**src/rtl/twos_comp_deserializer.sv**
```systemverilog
// Two's-complement deserializer: undoes a bit-serial LSB-first complement
// on the fly and assembles the recovered bits into a parallel word.
//
// Ports:
//   clk, reset (async, active-high)
//   start      - open a new frame, aborting any open one
//   x, x_valid - serial bit (LSB first) and its strobe
//   data_out   - recovered word, held until the next frame completes
//   data_valid - one-clock pulse when data_out is updated
//   busy       - frame open (COPY or INVERT)
//   zero_flag  - completed word was 0
//   min_flag   - completed word was the most negative value
//   parity_err - even-parity failure (only with TWOS_DESER_PARITY_EN)
//
// Option: define TWOS_DESER_PARITY_EN to append one even-parity bit
// per frame (computed over the raw received data bits).

module twos_comp_deserializer #(
    parameter int WIDTH = 16,
    parameter int CNT_W = 5
) (
    input  logic             clk,
    input  logic             reset,
    input  logic             start,
    input  logic             x,
    input  logic             x_valid,
    output logic [WIDTH-1:0] data_out,
    output logic             data_valid,
    output logic             busy,
    output logic             zero_flag,
    output logic             min_flag
`ifdef TWOS_DESER_PARITY_EN
    ,
    output logic             parity_err
`endif
);

    typedef enum logic [1:0] {
        IDLE   = 2'd0,
        COPY   = 2'd1,
        INVERT = 2'd2
    } state_t;

    localparam logic [CNT_W-1:0] LAST_DATA = CNT_W'(WIDTH - 1);

`ifdef TWOS_DESER_PARITY_EN
    // The assembled word must survive one extra clock for the parity bit.
    localparam int SR_W = WIDTH;
    localparam logic [CNT_W-1:0] PAR_IDX = CNT_W'(WIDTH);
`else
    // The final bit goes straight to data_out, so one bit less is stored.
    localparam int SR_W = WIDTH - 1;
`endif

    state_t             state_q, state_d;
    logic [CNT_W-1:0]   cnt_q, cnt_d;
    logic [SR_W-1:0]    sr_q, sr_d;
    logic [WIDTH-1:0]   dout_q, dout_d;
    logic               valid_q, valid_d;
    logic               zero_q, zero_d;
    logic               min_q, min_d;

`ifdef TWOS_DESER_PARITY_EN
    logic               par_q, par_d;
    logic               minp_q, minp_d;
    logic               perr_q, perr_d;
    logic               par_eff;
`endif

    // Frame context as seen this clock: start wipes it before the bit.
    state_t             st_eff;
    logic [CNT_W-1:0]   cnt_eff;
    logic [SR_W-1:0]    sr_eff;
    logic               dbit;
    logic [WIDTH-1:0]   shifted;

    always_comb begin
        state_d = state_q;
        cnt_d   = cnt_q;
        sr_d    = sr_q;
        dout_d  = dout_q;
        valid_d = 1'b0;
        zero_d  = zero_q;
        min_d   = min_q;
        st_eff  = state_q;
        cnt_eff = cnt_q;
        sr_eff  = sr_q;
`ifdef TWOS_DESER_PARITY_EN
        par_d   = par_q;
        minp_d  = minp_q;
        perr_d  = perr_q;
        par_eff = par_q;
`endif

        if (start) begin
            st_eff  = COPY;
            cnt_eff = '0;
            sr_eff  = '0;
            state_d = COPY;
            cnt_d   = '0;
            sr_d    = '0;
`ifdef TWOS_DESER_PARITY_EN
            par_eff = 1'b0;
            par_d   = 1'b0;
`endif
        end

        // Bits pass unchanged up to and including the first 1,
        // and are inverted after it.
        dbit = (st_eff == COPY) ? x : ~x;
`ifdef TWOS_DESER_PARITY_EN
        shifted = {dbit, sr_eff[SR_W-1:1]};
`else
        shifted = {dbit, sr_eff};
`endif

        if (x_valid && st_eff != IDLE) begin
`ifdef TWOS_DESER_PARITY_EN
            if (cnt_eff == PAR_IDX) begin
                dout_d  = sr_eff;
                perr_d  = par_eff ^ x;
                zero_d  = (st_eff == COPY);
                min_d   = minp_q;
                valid_d = 1'b1;
                state_d = IDLE;
                cnt_d   = '0;
                sr_d    = '0;
                par_d   = 1'b0;
            end else begin
                sr_d  = shifted;
                cnt_d = cnt_eff + CNT_W'(1);
                par_d = par_eff ^ x;
                if (st_eff == COPY && x) begin
                    state_d = INVERT;
                end
                if (cnt_eff == LAST_DATA) begin
                    minp_d = (st_eff == COPY) && x;
                end
            end
`else
            if (cnt_eff == LAST_DATA) begin
                dout_d  = shifted;
                zero_d  = (st_eff == COPY) && !x;
                min_d   = (st_eff == COPY) && x;
                valid_d = 1'b1;
                state_d = IDLE;
                cnt_d   = '0;
                sr_d    = '0;
            end else begin
                sr_d  = shifted[WIDTH-1:1];
                cnt_d = cnt_eff + CNT_W'(1);
                if (st_eff == COPY && x) begin
                    state_d = INVERT;
                end
            end
`endif
        end
    end

    always_ff @(posedge clk or posedge reset) begin
        if (reset) begin
            state_q <= IDLE;
            cnt_q   <= '0;
            sr_q    <= '0;
            dout_q  <= '0;
            valid_q <= 1'b0;
            zero_q  <= 1'b0;
            min_q   <= 1'b0;
`ifdef TWOS_DESER_PARITY_EN
            par_q   <= 1'b0;
            minp_q  <= 1'b0;
            perr_q  <= 1'b0;
`endif
        end else begin
            state_q <= state_d;
            cnt_q   <= cnt_d;
            sr_q    <= sr_d;
            dout_q  <= dout_d;
            valid_q <= valid_d;
            zero_q  <= zero_d;
            min_q   <= min_d;
`ifdef TWOS_DESER_PARITY_EN
            par_q   <= par_d;
            minp_q  <= minp_d;
            perr_q  <= perr_d;
`endif
        end
    end

    assign data_out   = dout_q;
    assign data_valid = valid_q;
    assign busy       = (state_q != IDLE);
    assign zero_flag  = zero_q;
    assign min_flag   = min_q;
`ifdef TWOS_DESER_PARITY_EN
    assign parity_err = perr_q;
`endif

endmodule

```
**config.mk**
```make
export PLATFORM = sky130hd
export DESIGN_NAME = twos_comp_deserializer
export DESIGN_NICKNAME = d
export VERILOG_FILES = /design/src/rtl/twos_comp_deserializer.sv
export SDC_FILE = /design/constraint.sdc
export NUM_CORES = 1
export LEC_CHECK = 0
export CORE_MARGIN = 4
export CORE_UTILIZATION = 25
export CTS_CLUSTER_SIZE = 30
export DETAILED_ROUTE_END_ITERATION = 16
export PLACE_DENSITY = 0.4
export SYNTH_ARGS = -nofsm -noshare
export SYNTH_HDL_FRONTEND = slang
export SYNTH_SLANG_ARGS = --single-unit
```
**constraint.sdc**
```tcl
create_clock -name clk -period 2.3 [get_ports clk]
set_input_delay 0.46 -clock clk [delete_from_list [all_inputs] [get_ports clk]]
set_output_delay 0.46 -clock clk [all_outputs]
set_load 0.005 [all_outputs]
```
==> impl_metrics.sql, run 1 <==
INSERT INTO impl_metrics (metric_group, metric, value, unit) VALUES
('status', 'outcome', 'finished clean', ''),
('logic_synthesis', 'yosysTopAreaCellShare', '0.571', ''),
('worst_setup_path', 'crit_required', '2.47', 'ns'),
('pwr', 'max-vdd-ir-drop', '0.242', 'mV'),
('timing', 'finalHoldViolCount', '0', ''),
('logic_synthesis', 'yosysUniqueCellTypes', '34', ''),
('pwr', 'p_sw', '341', 'uW'),
('die', 'core.rowCount', '30', ''),
('drt', 'finalWirelength', '3.76', 'mm'),
('placed_design', 'place_ws', '-0.0612', 'ns'),
('clock_tree', 'clk_lat_worst_skew', '0.29', 'ns'),
('logic_synthesis', 'yosys_register_bits', '41', ''),
('timing', 'fmax', '486', 'MHz'),
('worst_setup_path', 'worstSetupPathDepth', '7', ''),
('timing', 'timing_worst_slew_pin_value', '0.535', 'ns'),
('drt', 'drt_first_iter_violations', '40', ''),
('worst_setup_path', 'endpoint', 'zero_flag', ''),
('logic_synthesis', 'seq_area_frac_synth', '0.571', ''),
('pwr', 'power_switching_share', '0.255', ''),
('global_routing', 'grt_start_max_net_pins', '42', ''),
('drt', 'routed_wire_length_per_instance', '13.4', 'um'),
('placed_design', 'place_hpwl', '2.61', 'mm'),
('pwr', 'p_per_area', '583', 'nW/um^2'),
('cells_and_area', 'fraction_of_final_layout_cells_sized_beyond_drive_strength_1', '0.196', ''),
('worst_setup_path', 'critPathKind', 'in -> reg', ''),
('drt', 'routed-via-count', '1184', ''),
('clock_tree', 'postCtsSetupRepairBufs', '0', ''),
('pwr', 'clock_power_share', '0.353', ''),
('timing', 'setup_repair_after_global_routing_missed_its_margin', 'false', ''),
('min_path', 'min-delay-start', 'data_out[10]', ''),
('worst_setup_path', 'crit-reg2reg-capture', 'zero_flag', ''),
('cells_and_area', 'finish.net_count', '191', ''),
('timing', 'timing.clock.skew', '0.0110', 'ns'),
('min_path', 'hold_path_class', 'reg -> reg', ''),
('logic_synthesis', 'syn_area', '1800', 'um^2'),
('cells_and_area', 'fill_cells', '733', ''),
('pwr', 'power.static_leakage', '1.04', 'nW'),
('clock_tree', 'cts_buffers', '5', ''),
('global_routing', 'grt_first_pass_wirelength', '6.52', 'mm'),
('global_routing', 'first_global_vias', '1270', ''),
('worst_setup_path', 'timing.critical_path.fanout_max', '9', ''),
('logic_synthesis', 'synthTopCellsByArea', 'dfrtp_1, nand2b_1, o22ai_1', ''),
('drt', 'ant_nets', '0', ''),
('logic_synthesis', 'synthesis.area_per_instance', '12.1', 'um^2'),
('timing', 'slew_viol_final', '0', ''),
('clock_tree', 'clock_tree.root_cell', 'clkbuf_8', ''),
('worst_setup_path', 'worstSetupEndpointType', 'flip-flop', ''),
('worst_setup_path', 'max_stage_delay_on_crit_path', '0.44', 'ns'),
('timing', 'worst_slack', '0.243', 'ns'),
('logic_synthesis', 'syn_nets', '156', ''),
('die', 'die_width', '92.8', 'um'),
('drt', 'drt_pass1_iterations', '4', ''),
('pwr', 'power_share_of_the_sequential_group', '0.558', ''),
('worst_setup_path', 'r2r-start', 'cnt_q[1]', ''),
('worst_setup_path', 'slowest_stage', 'clkdlybuf4s50_1', ''),
('timing', 'finalHoldWorstSlack', '0.514', 'ns'),
('worst_setup_path', 'worst_ep_arrival_time', '2.23', 'ns'),
('clock_tree', 'path_clk_slew', '0.07', 'ns'),
('global_routing', 'grt_usage', '0.0970', ''),
('drt', 'remaining_drc_errors', '0', ''),
('clock_tree', 'clock_path_buffers', '2', ''),
('die', 'initial_utilization', '0.260', ''),
('clock_tree', 'h-tree-depth', '2', ''),
('logic_synthesis', 'synthDominantAreaCellType', 'dfrtp_1', ''),
('placed_design', 'placed_cells', '272', ''),
('clock_tree', 'cts_hold_buffers', '0', ''),
('logic_synthesis', 'ys.warnings.count', '0', ''),
('logic_synthesis', 'cell_count_after_synthesis', '148', ''),
('timing', 'final_worst_path_period_need', '2.06', 'ns'),
('worst_setup_path', 'worst-path-buf-inv', '2', ''),
('clock_tree', 'post_cts_resized', '0', '');
logic make-up (layout without fill, tap and decap cells):
logic type                 after synthesis  in the layout  synth area share
muxes                                   15             15            0.0995
AOI/OAI and AO/OA                       32             32             0.125
adders and majority gates                3              3            0.0209
DFF                                     41             41             0.571
buffers and inverters                   18             54            0.0466
xor gates and xnor gates                 1              1           0.00487
and+or+nand+nor                         38             38             0.132
flip-flops by register name (all words and copies together) (netlist names):
| name | cells |
|---|---|
| cnt_q | 5 |
| zero_flag | 1 |
| state_q | 2 |
| sr_q | 15 |
| data_out | 16 |
| min_flag | 1 |
| data_valid | 1 |
metal layers:
metal  global-route usage  vias to the layer above  wire length (um)
li1                     -                      581                 -
met1                0.132                      580              1810
met2                0.148                       18              1750
met3               0.0301                        5               163
met4               0.0293                        0                35
met5                    0                        -                 0
cells in the mapped netlist:
cell type	n
dfrtp_1	41
nand2b_1	14
o22ai_1	14
inv_1	11
nand2_1	10
mux2_2	7
o21ai_0	6
buf_2	4
mux2_4	4
mux2i_1	4
and2b_1	3
ha_1	3
o311ai_0	3
nor2_1	2
nor2b_1	2
or2_2	2
a21o_1	1
a21oi_1	1
a2bb2oi_1	1
a31oi_1	1
and2_1	1
buf_1	1
buf_8	1
clkbuf_1	1
nand3_1	1
nand4b_4	1
nor3_4	1
o211ai_1	1
o21ai_2	1
o21bai_1	1
o31a_1	1
o31ai_4	1
or3_1	1
xnor2_1	1
area by class of cell:
type | count | area (um^2) | area share
Tap cell | 96 | 120 | 0.0523
Timing Repair Buffer | 35 | 335 | 0.146
Sequential cell | 41 | 1030 | 0.447
Inverter | 11 | 41.3 | 0.0180
Multi-Input combinational cell | 89 | 688 | 0.300
Clock inverter | 3 | 17.5 | 0.00763
Clock buffer | 5 | 68.8 | 0.0300
stage by stage:
| stage | area, um^2 | util | power, mW |
|---|---|---|---|
| finish | 2300 | 0.333 | 1.34 |
| global route | 2300 | 0.333 | 1.41 |
| CTS | 2300 | 0.333 | 1.37 |
| global placement | 2210 | 0.320 | 0.880 |
| floorplan | 1800 | - | 0.829 |
| detailed placement | 2210 | 0.320 | 0.883 |
power by group through the flow:
| stage | clock network, mW | logic [mW] | registers [mW] |
|---|---|---|---|
| floorplan | 0 | 0.0703 | 0.758 |
| global placement | 0 | 0.119 | 0.761 |
| detailed placement | 0 | 0.121 | 0.762 |
| CTS | 0.496 | 0.121 | 0.748 |
| global route | 0.521 | 0.135 | 0.750 |
| finish | 0.473 | 0.119 | 0.747 |
cells in the final DEF (no fill, tap or decap):
cell	Yosys	final
dfrtp_1	41	41
clkdlybuf4s50_1	0	24
nand2b_1	14	14
o22ai_1	14	14
inv_1	11	11
nand2_1	10	10
buf_4	0	10
mux2_2	7	7
o21ai_0	6	6
clkbuf_8	0	5
mux2_4	4	4
mux2i_1	4	4
and2b_1	3	3
o311ai_0	3	3
ha_1	3	3
nor2_1	2	2
nor2b_1	2	2
or2_2	2	2
clkinv_2	0	2
o31ai_4	1	1
nand4b_4	1	1
nor3_4	1	1
o21bai_1	1	1
a21oi_1	1	1
nand3_1	1	1
o211ai_1	1	1
or3_1	1	1
a31oi_1	1	1
o31a_1	1	1
xnor2_1	1	1
a21o_1	1	1
o21ai_2	1	1
and2_1	1	1
a2bb2oi_1	1	1
clkinvlp_4	0	1
buf_12	0	1
worst min-delay path by stage:
stage | endpoint | slack [ns] | depth (start not counted)
floorplan | data_out[10] | 0.48 | 1
global placement | data_out[11] | 0.49 | 1
detailed placement | data_out[8] | 0.50 | 1
CTS | min_flag | 0.52 | 1
global route | data_out[11] | 0.53 | 1
finish | data_out[10] | 0.51 | 1
(Power assumes the default switching activity.)
==> inputs of run 2 (changes only) <==
--- a/config.mk
+++ b/config.mk
@@ -5,6 +5,7 @@
 export SDC_FILE = /design/constraint.sdc
 export NUM_CORES = 1
 export LEC_CHECK = 0
+export ABC_CLOCK_PERIOD_IN_PS = 2300
 export CORE_MARGIN = 4
 export CORE_UTILIZATION = 25
 export CTS_CLUSTER_SIZE = 30
==> results of run 2 <==
Same layout as run 1: the final DEF is identical, and so are final timing and power.
==> inputs of run 3 (changes only) <==
--- a/config.mk
+++ b/config.mk
@@ -14,3 +14,4 @@
 export SYNTH_ARGS = -nofsm -noshare
 export SYNTH_HDL_FRONTEND = slang
 export SYNTH_SLANG_ARGS = --single-unit
+export TNS_END_PERCENT = 30
==> results of run 3 <==
Same layout as run 1: the final DEF is identical, and so are final timing and power.
